<file path="config.mk">
export PLATFORM = sky130hd
export DESIGN_NAME = zeroriscy_lsu_split
export DESIGN_NICKNAME = d
export VERILOG_FILES = /design/src/rtl/zeroriscy_lsu_split_pkg.sv /design/src/rtl/zeroriscy_lsu_rdata_align.sv /design/src/rtl/zeroriscy_lsu_split.sv
export SDC_FILE = /design/constraint.sdc
export NUM_CORES = 1
export LEC_CHECK = 0
export CORE_MARGIN = 4
export CORE_UTILIZATION = 43
export CTS_CLUSTER_DIAMETER = 120
export DETAILED_ROUTE_END_ITERATION = 8
export PLACE_DENSITY = 0.83
export SLEW_MARGIN = 0
export SYNTH_ARGS = -nofsm -noshare
export SYNTH_HDL_FRONTEND = slang
export SYNTH_SLANG_ARGS = --single-unit
</file>
<file path="constraint.sdc">
create_clock -name clk -period 3.2 [get_ports clk]
set_input_delay 0.8 -clock clk [delete_from_list [all_inputs] [get_ports clk]]
set_output_delay 0.8 -clock clk [all_outputs]
set_load 0.05 [all_outputs]
</file>
<file path="src/rtl/zeroriscy_lsu_split_pkg.sv">
// Shared LSU definitions: FSM state encoding, access-type codes (also used by
// the decoder) and helpers for byte-enable and misalignment computation.
package zeroriscy_lsu_split_pkg;

    typedef enum logic [2:0] {
        IDLE,
        FIRST_GNT,
        FIRST_RSP,
        SECOND_GNT,
        SECOND_RSP
    } lsu_state_e;

    localparam logic [1:0] LSU_TYPE_WORD = 2'b00;
    localparam logic [1:0] LSU_TYPE_HALF = 2'b01;
    localparam logic [1:0] LSU_TYPE_BYTE = 2'b10;

    // Byte enables across two consecutive words: low nibble for the first
    // aligned word, high nibble for the following word. Reserved type 11 acts as word.
    function automatic logic [7:0] lsuBe8(input logic [1:0] dataType, input logic [1:0] off);
        logic [7:0] base;
        case (dataType)
            LSU_TYPE_HALF: base = 8'b0000_0011;
            LSU_TYPE_BYTE: base = 8'b0000_0001;
            default:       base = 8'b0000_1111;
        endcase
        return base << off;
    endfunction

    // An access is misaligned when it spills into the next word.
    function automatic logic lsuMisaligned(input logic [1:0] dataType, input logic [1:0] off);
        logic isWord;
        logic isHalf;
        isWord = (dataType != LSU_TYPE_HALF) && (dataType != LSU_TYPE_BYTE);
        isHalf = (dataType == LSU_TYPE_HALF);
        return (isWord && (off != 2'b00)) || (isHalf && (off == 2'b11));
    endfunction

endpackage

</file>
<file path="src/rtl/zeroriscy_lsu_rdata_align.sv">
// Load-data alignment: shifts the addressed bytes down to bit 0 (optionally
// across two words for a split access) and zero/sign-extends byte and half loads.
module zeroriscy_lsu_rdata_align
    import zeroriscy_lsu_split_pkg::*;
(
    input  logic [31:0] rdata_i,
    input  logic [31:0] rdataPrev_i,
    input  logic        split_i,
    input  logic [1:0]  off_i,
    input  logic [1:0]  dataType_i,
    input  logic        signExt_i,
    output logic [31:0] rdata_o
);

    logic [63:0] window;
    logic [31:0] raw;

    // Build the byte window, shift by the byte offset, then extend to 32 bits.
    always_comb begin
        window  = split_i ? {rdata_i, rdataPrev_i} : {32'h0, rdata_i};
        window  = window >> {off_i, 3'b000};
        raw     = window[31:0];
        rdata_o = raw;
        case (dataType_i)
            LSU_TYPE_BYTE: rdata_o = {{24{signExt_i & raw[7]}}, raw[7:0]};
            LSU_TYPE_HALF: rdata_o = {{16{signExt_i & raw[15]}}, raw[15:0]};
            default:       rdata_o = raw;
        endcase
    end

endmodule

</file>
<file path="src/rtl/zeroriscy_lsu_split.sv">
// Data-side load/store unit: OBI-style req/gnt/rvalid handshake with one
// outstanding transaction; misaligned word/half accesses are split into two
// aligned word transactions and the load data recombined.
module zeroriscy_lsu_split
    import zeroriscy_lsu_split_pkg::*;
#(
    parameter int ADDR_W      = 32,
    parameter bit SUPPORT_MIS = 1'b1
) (
    input  logic              clk,
    input  logic              rst,
    input  logic              lsu_en_i,
    input  logic              data_we_ex_i,
    input  logic [1:0]        data_type_ex_i,
    input  logic              data_sign_ext_ex_i,
    input  logic [ADDR_W-1:0] data_addr_ex_i,
    input  logic [31:0]       data_wdata_ex_i,
    output logic              lsu_ready_ex_o,
    output logic [31:0]       lsu_rdata_o,
    output logic              lsu_err_o,
    output logic              data_req_o,
    input  logic              data_gnt_i,
    output logic [ADDR_W-1:0] data_addr_o,
    output logic              data_we_o,
    output logic [3:0]        data_be_o,
    output logic [31:0]       data_wdata_o,
    input  logic              data_rvalid_i,
    input  logic [31:0]       data_rdata_i,
    input  logic              data_err_i
);

    lsu_state_e        state_q;
    logic [31:0]       rdata_q;
    logic              rejectPend_q;

    logic [1:0]        off;
    logic [7:0]        be8;
    logic              mis;
    logic              splitNeeded;
    logic              reject;
    logic              startReq;
    logic              isSecond;
    logic [ADDR_W-1:0] firstAddr;
    logic [ADDR_W-1:0] secondAddr;
    logic [63:0]       wdataDouble;
    logic [31:0]       alignedRdata;

    // EX holds address/type/data stable for the whole access, so the bus
    // fields can be derived directly from them and stay stable until grant.
    assign off          = data_addr_ex_i[1:0];
    assign be8          = lsuBe8(data_type_ex_i, off);
    assign mis          = lsuMisaligned(data_type_ex_i, off);
    assign splitNeeded  = mis && SUPPORT_MIS;
    assign reject       = mis && !SUPPORT_MIS;
    assign firstAddr    = {data_addr_ex_i[ADDR_W-1:2], 2'b00};
    assign secondAddr   = firstAddr + ADDR_W'(4);
    assign isSecond     = (state_q == SECOND_GNT) || (state_q == SECOND_RSP);
    assign startReq     = (state_q == IDLE) && lsu_en_i && !reject && !rejectPend_q;
    assign wdataDouble  = {data_wdata_ex_i, data_wdata_ex_i} << {off, 3'b000};

    assign data_req_o   = startReq || (state_q == FIRST_GNT) || (state_q == SECOND_GNT);
    assign data_addr_o  = isSecond ? secondAddr : firstAddr;
    assign data_be_o    = isSecond ? be8[7:4] : be8[3:0];
    assign data_we_o    = data_we_ex_i;
    assign data_wdata_o = wdataDouble[63:32];

    // Access state, captured first-word data and the misaligned-reject pulse.
    always_ff @(posedge clk or posedge rst) begin
        if (rst) begin
            state_q      <= IDLE;
            rdata_q      <= 32'h0;
            rejectPend_q <= 1'b0;
        end else begin
            rejectPend_q <= 1'b0;
            case (state_q)
                IDLE: begin
                    if (lsu_en_i && !rejectPend_q) begin
                        if (reject) begin
                            rejectPend_q <= 1'b1;
                        end else if (data_gnt_i) begin
                            state_q <= FIRST_RSP;
                        end else begin
                            state_q <= FIRST_GNT;
                        end
                    end
                end
                FIRST_GNT: begin
                    if (data_gnt_i) begin
                        state_q <= FIRST_RSP;
                    end
                end
                FIRST_RSP: begin
                    if (data_rvalid_i) begin
                        if (data_err_i) begin
                            state_q <= IDLE;
                        end else if (splitNeeded) begin
                            rdata_q <= data_rdata_i;
                            state_q <= SECOND_GNT;
                        end else begin
                            state_q <= IDLE;
                        end
                    end
                end
                SECOND_GNT: begin
                    if (data_gnt_i) begin
                        state_q <= SECOND_RSP;
                    end
                end
                SECOND_RSP: begin
                    if (data_rvalid_i) begin
                        state_q <= IDLE;
                    end
                end
                default: state_q <= IDLE;
            endcase
        end
    end

    // Completion is signalled in the cycle of the final response.
    always_comb begin
        lsu_ready_ex_o = 1'b0;
        lsu_err_o      = 1'b0;
        if (rejectPend_q) begin
            lsu_ready_ex_o = 1'b1;
            lsu_err_o      = 1'b1;
        end
        case (state_q)
            FIRST_RSP: begin
                if (data_rvalid_i && (data_err_i || !splitNeeded)) begin
                    lsu_ready_ex_o = 1'b1;
                    lsu_err_o      = data_err_i;
                end
            end
            SECOND_RSP: begin
                if (data_rvalid_i) begin
                    lsu_ready_ex_o = 1'b1;
                    lsu_err_o      = data_err_i;
                end
            end
            default: ;
        endcase
    end

    zeroriscy_lsu_rdata_align u_rdata_align (
        .rdata_i     (data_rdata_i),
        .rdataPrev_i (rdata_q),
        .split_i     (state_q == SECOND_RSP),
        .off_i       (off),
        .dataType_i  (data_type_ex_i),
        .signExt_i   (data_sign_ext_ex_i),
        .rdata_o     (alignedRdata)
    );

    assign lsu_rdata_o = data_we_ex_i ? 32'h0 : alignedRdata;

    // EX must keep the access presented until the LSU acknowledges it.
    enHeld: assert property (@(posedge clk) disable iff (rst)
        ((state_q != IDLE) || rejectPend_q) |-> lsu_en_i);

endmodule

</file>
==> impl_metrics.tcl <==
set metrics [dict create \
    status "finished with violations" \
    violations "negative setup slack" \
    grt_pass1_wl_um 28400 \
    worst_slack_ns -0.0232 \
    cts_root_buf "clkbuf_8" \
    cts_max_path_buffers 2 \
    min_path_cells 1 \
    synthCells 440 \
    grt_pass1_vias 5206 \
    crit_fanout 4 \
    grt_max_degree 36 \
    drtAntennaViolNets 0 \
    grt_remaining_overflow 0 \
    max_freq_mhz 310 \
    met1_length_um 6740 \
    fin_area_mm2 0.00834 \
    core_area_mm2 0.0104 \
    ios 210 \
    mostFrequentLayoutCells "buf_4, clkdlybuf4s50_1, buf_12" \
    crit_chain "dlygate4sd2_1 -> ha_2 -> nand2_2 -> nor4_4 -> buf_4 -> nand3_2 -> xnor2_2 -> buf_12" \
    ys_ff_latch 35 \
    grtUsageTotal_pct 27.8 \
    crit-reg2reg-launch "state_q[0]" \
    place.gp.congestion 0.915 \
    start_util_pct 44.4 \
    final_common_cell "buf_4" \
    antenna_found_initial 1 \
    insertion_delay_ns 0.30 \
    powerDensity_mw_per_mm2 416 \
    rows 37 \
    hold_end "rdata_q[3]" \
    slowest_delay_ns 0.29 \
    critPathCaptureType "output pin" \
    drive_above_1_share_pct 54.9 \
    yosys_warnings 0 \
    wl_met2_um 9740 \
    ir_drop_mv 0.352 \
    cts.clk_slew.worst_paths_ns 0.07 \
    synth_flop_cell "dfrtp_1" \
    cp_num_buf_inv 3 \
    initialDrtViolationCount 332 \
    fin_skew_ns 0.00738 \
    htreeDepth 2 \
    startpoint_type "primary input" \
    routed.top_layer "met4" \
    synth.yosys.seq_area_share_pct 19.0 \
    rr_endpoint "rdata_q[31]" \
    hold_start "rdata_q[3]" \
    via_count 5153 \
    numCtsBuffers 5 \
    final-max-slew-violation-count 0 \
    cpMaxStageDelayCell "nor4_4" \
    die_y_um 111 \
    crit_family "buffers and inverters" \
    finalSetupViolations 2 \
    worstPathArrival_ns 2.42 \
    place_hpwl_um 13600 \
    r2r_cells 5 \
    clock-sinks 35 \
    die_x_um 111 \
    fin_crit_sh_pct 101 \
    synth-edff-count 0 \
    hold_path.class "reg2reg" \
    crit_required_ns 2.40 \
    worstSetupPathType "in2out" \
    maxCapViolCount 0 \
    wl_met3_um 1520 \
    ys_types 54 \
    post_drt_wl_per_cell_um 22.1 \
    whs_ns 0.509 \
    postSynthAreaPerCell_um2 10.5 \
    rsz0062_at_grt "yes" \
    synthArstFlopShare_pct 100 \
    area_growth_pct 81.2 \
    power.leakage_nw 3.62 \
    r2r_setup_slack_ns 1.45 \
    drc 0 \
    cts_tree "done" \
    finalWirelength_um 18700 \
    finalSetupTns_ns -0.0263 \
    routed_via_density 6.10 \
    first_pass_iters 5 \
    placed_area_mm2 0.00774 \
    hold_viol_final 0 \
    fin_nets 818 \
    die-area_mm2 0.0124 \
    netlist_area_mm2 0.00461 \
    period_minus_slack_ns 3.22 \
    io_buffers 207 \
    holdBufCountCts 0 \
]
## stage by stage
step	cells	power [mW]	setup slack (ns)	util [%]
detailed placement	825	3.00	-0.416	74.7
CTS	836	3.36	-0.0290	77.8
finish	845	3.47	-0.0232	80.5
floorplan	441	2.12	-0.329	-
global placement	825	2.92	-0.345	74.7
global route	844	3.64	-0.0713	80.4
## cell usage after synthesis (2+ instances only)
master / instances / area [um2]
nand4_1: 7 / 43.8
a22o_1: 8 / 70.1
nand2_1: 32 / 120
and3_1: 3 / 18.8
and4_1: 3 / 26.3
buf_2: 17 / 85.1
clkbuf_1: 11 / 41.3
o21a_1: 2 / 15.0
o31ai_1: 2 / 15.0
nor2_1: 20 / 75.1
mux2_2: 43 / 484
a31o_2: 2 / 17.5
ha_1: 3 / 37.5
buf_4: 5 / 37.5
buf_6: 4 / 45.0
nor2b_1: 15 / 93.8
mux4_2: 47 / 1060
a21oi_1: 29 / 145
o2111ai_1: 3 / 26.3
nand3_1: 19 / 95.1
nor3_1: 5 / 25.0
mux2_1: 2 / 22.5
xor2_1: 5 / 43.8
nand2b_1: 2 / 12.5
mux4_1: 6 / 158
and2_1: 2 / 12.5
nor3_2: 2 / 20.0
buf_1: 2 / 7.51
dfrtp_1: 35 / 876
inv_1: 8 / 30.0
xnor2_1: 24 / 210
a22oi_1: 7 / 52.6
a211oi_1: 2 / 15.0
or2_2: 2 / 12.5
mux2i_1: 30 / 300
o21ai_0: 6 / 30.0
a31oi_1: 8 / 50.1
## worst max-delay path by stage
| stage | startpoint | endpoint | slack (ns) | depth (start not counted) |
|---|---|---|---|---|
| 6_report | data_addr_ex_i[3] | data_addr_o[28] | -0.02 | 8 |
| 5_1_grt | data_addr_ex_i[3] | data_addr_o[28] | -0.07 | 8 |
| 4_1_cts | data_addr_ex_i[0] | lsu_rdata_o[25] | -0.03 | 9 |
| 3_5_place_dp | data_rdata_i[7] | lsu_rdata_o[31] | -0.42 | 8 |
| 3_3_place_gp | data_addr_ex_i[9] | data_addr_o[19] | -0.34 | 8 |
| 2_1_floorplan | data_addr_ex_i[0] | lsu_rdata_o[21] | -0.33 | 7 |
## layout make-up
cell class	instances	area [um2]
Multi-Input combinational cell	359	4030
Fill cell	596	2030
Tap cell	136	170
Inverter	8	30.0
Clock buffer	6	72.6
Sequential cell	35	876
Timing Repair Buffer	300	3160
Antenna cell	1	2.50
## kinds of logic (layout without fill, tap and decap cells)
group | after synthesis | in the layout | share of synthesized area (%)
other cells | 1 | 3 | 0.0814
fa+ha+maj | 3 | 3 | 0.815
simple gates | 121 | 121 | 13.8
buf+inv | 47 | 314 | 5.35
flops | 35 | 35 | 19.0
compound gates | 75 | 75 | 11.0
mux | 129 | 129 | 44.4
xor+xnor | 29 | 29 | 5.51
## what timing repair did
| item | CTS | global route |
|---|---|---|
| endpoints found under the setup margin | 59 | 56 |
| endpoints found under the hold margin | 0 | 0 |
| cloned | 0 | 1 |
| setup buffers | 5 | 9 |
| pin swaps | 25 | 24 |
| resized for setup | 96 | 64 |
## metal layers
metal | track usage, % | up-vias
li1 | - | 2252
met1 | 33.8 | 2516
met2 | 50.9 | 329
met3 | 4.40 | 56
met4 | 8.19 | 0
met5 | 0 | -
## sequential cells by signal, summed over array words and instances, names as in the netlist
register	cells
rdata_q	32
state_q	3
## where the power goes
group          leakage (nW)  internal [mW]  switching (mW)
sequential            0.430          0.655           0.154
combinational          3.15           1.14            1.21
clock                0.0371          0.145           0.160
total                  3.62           1.94            1.53
Note: power is estimated with default switching activity, not from simulation.
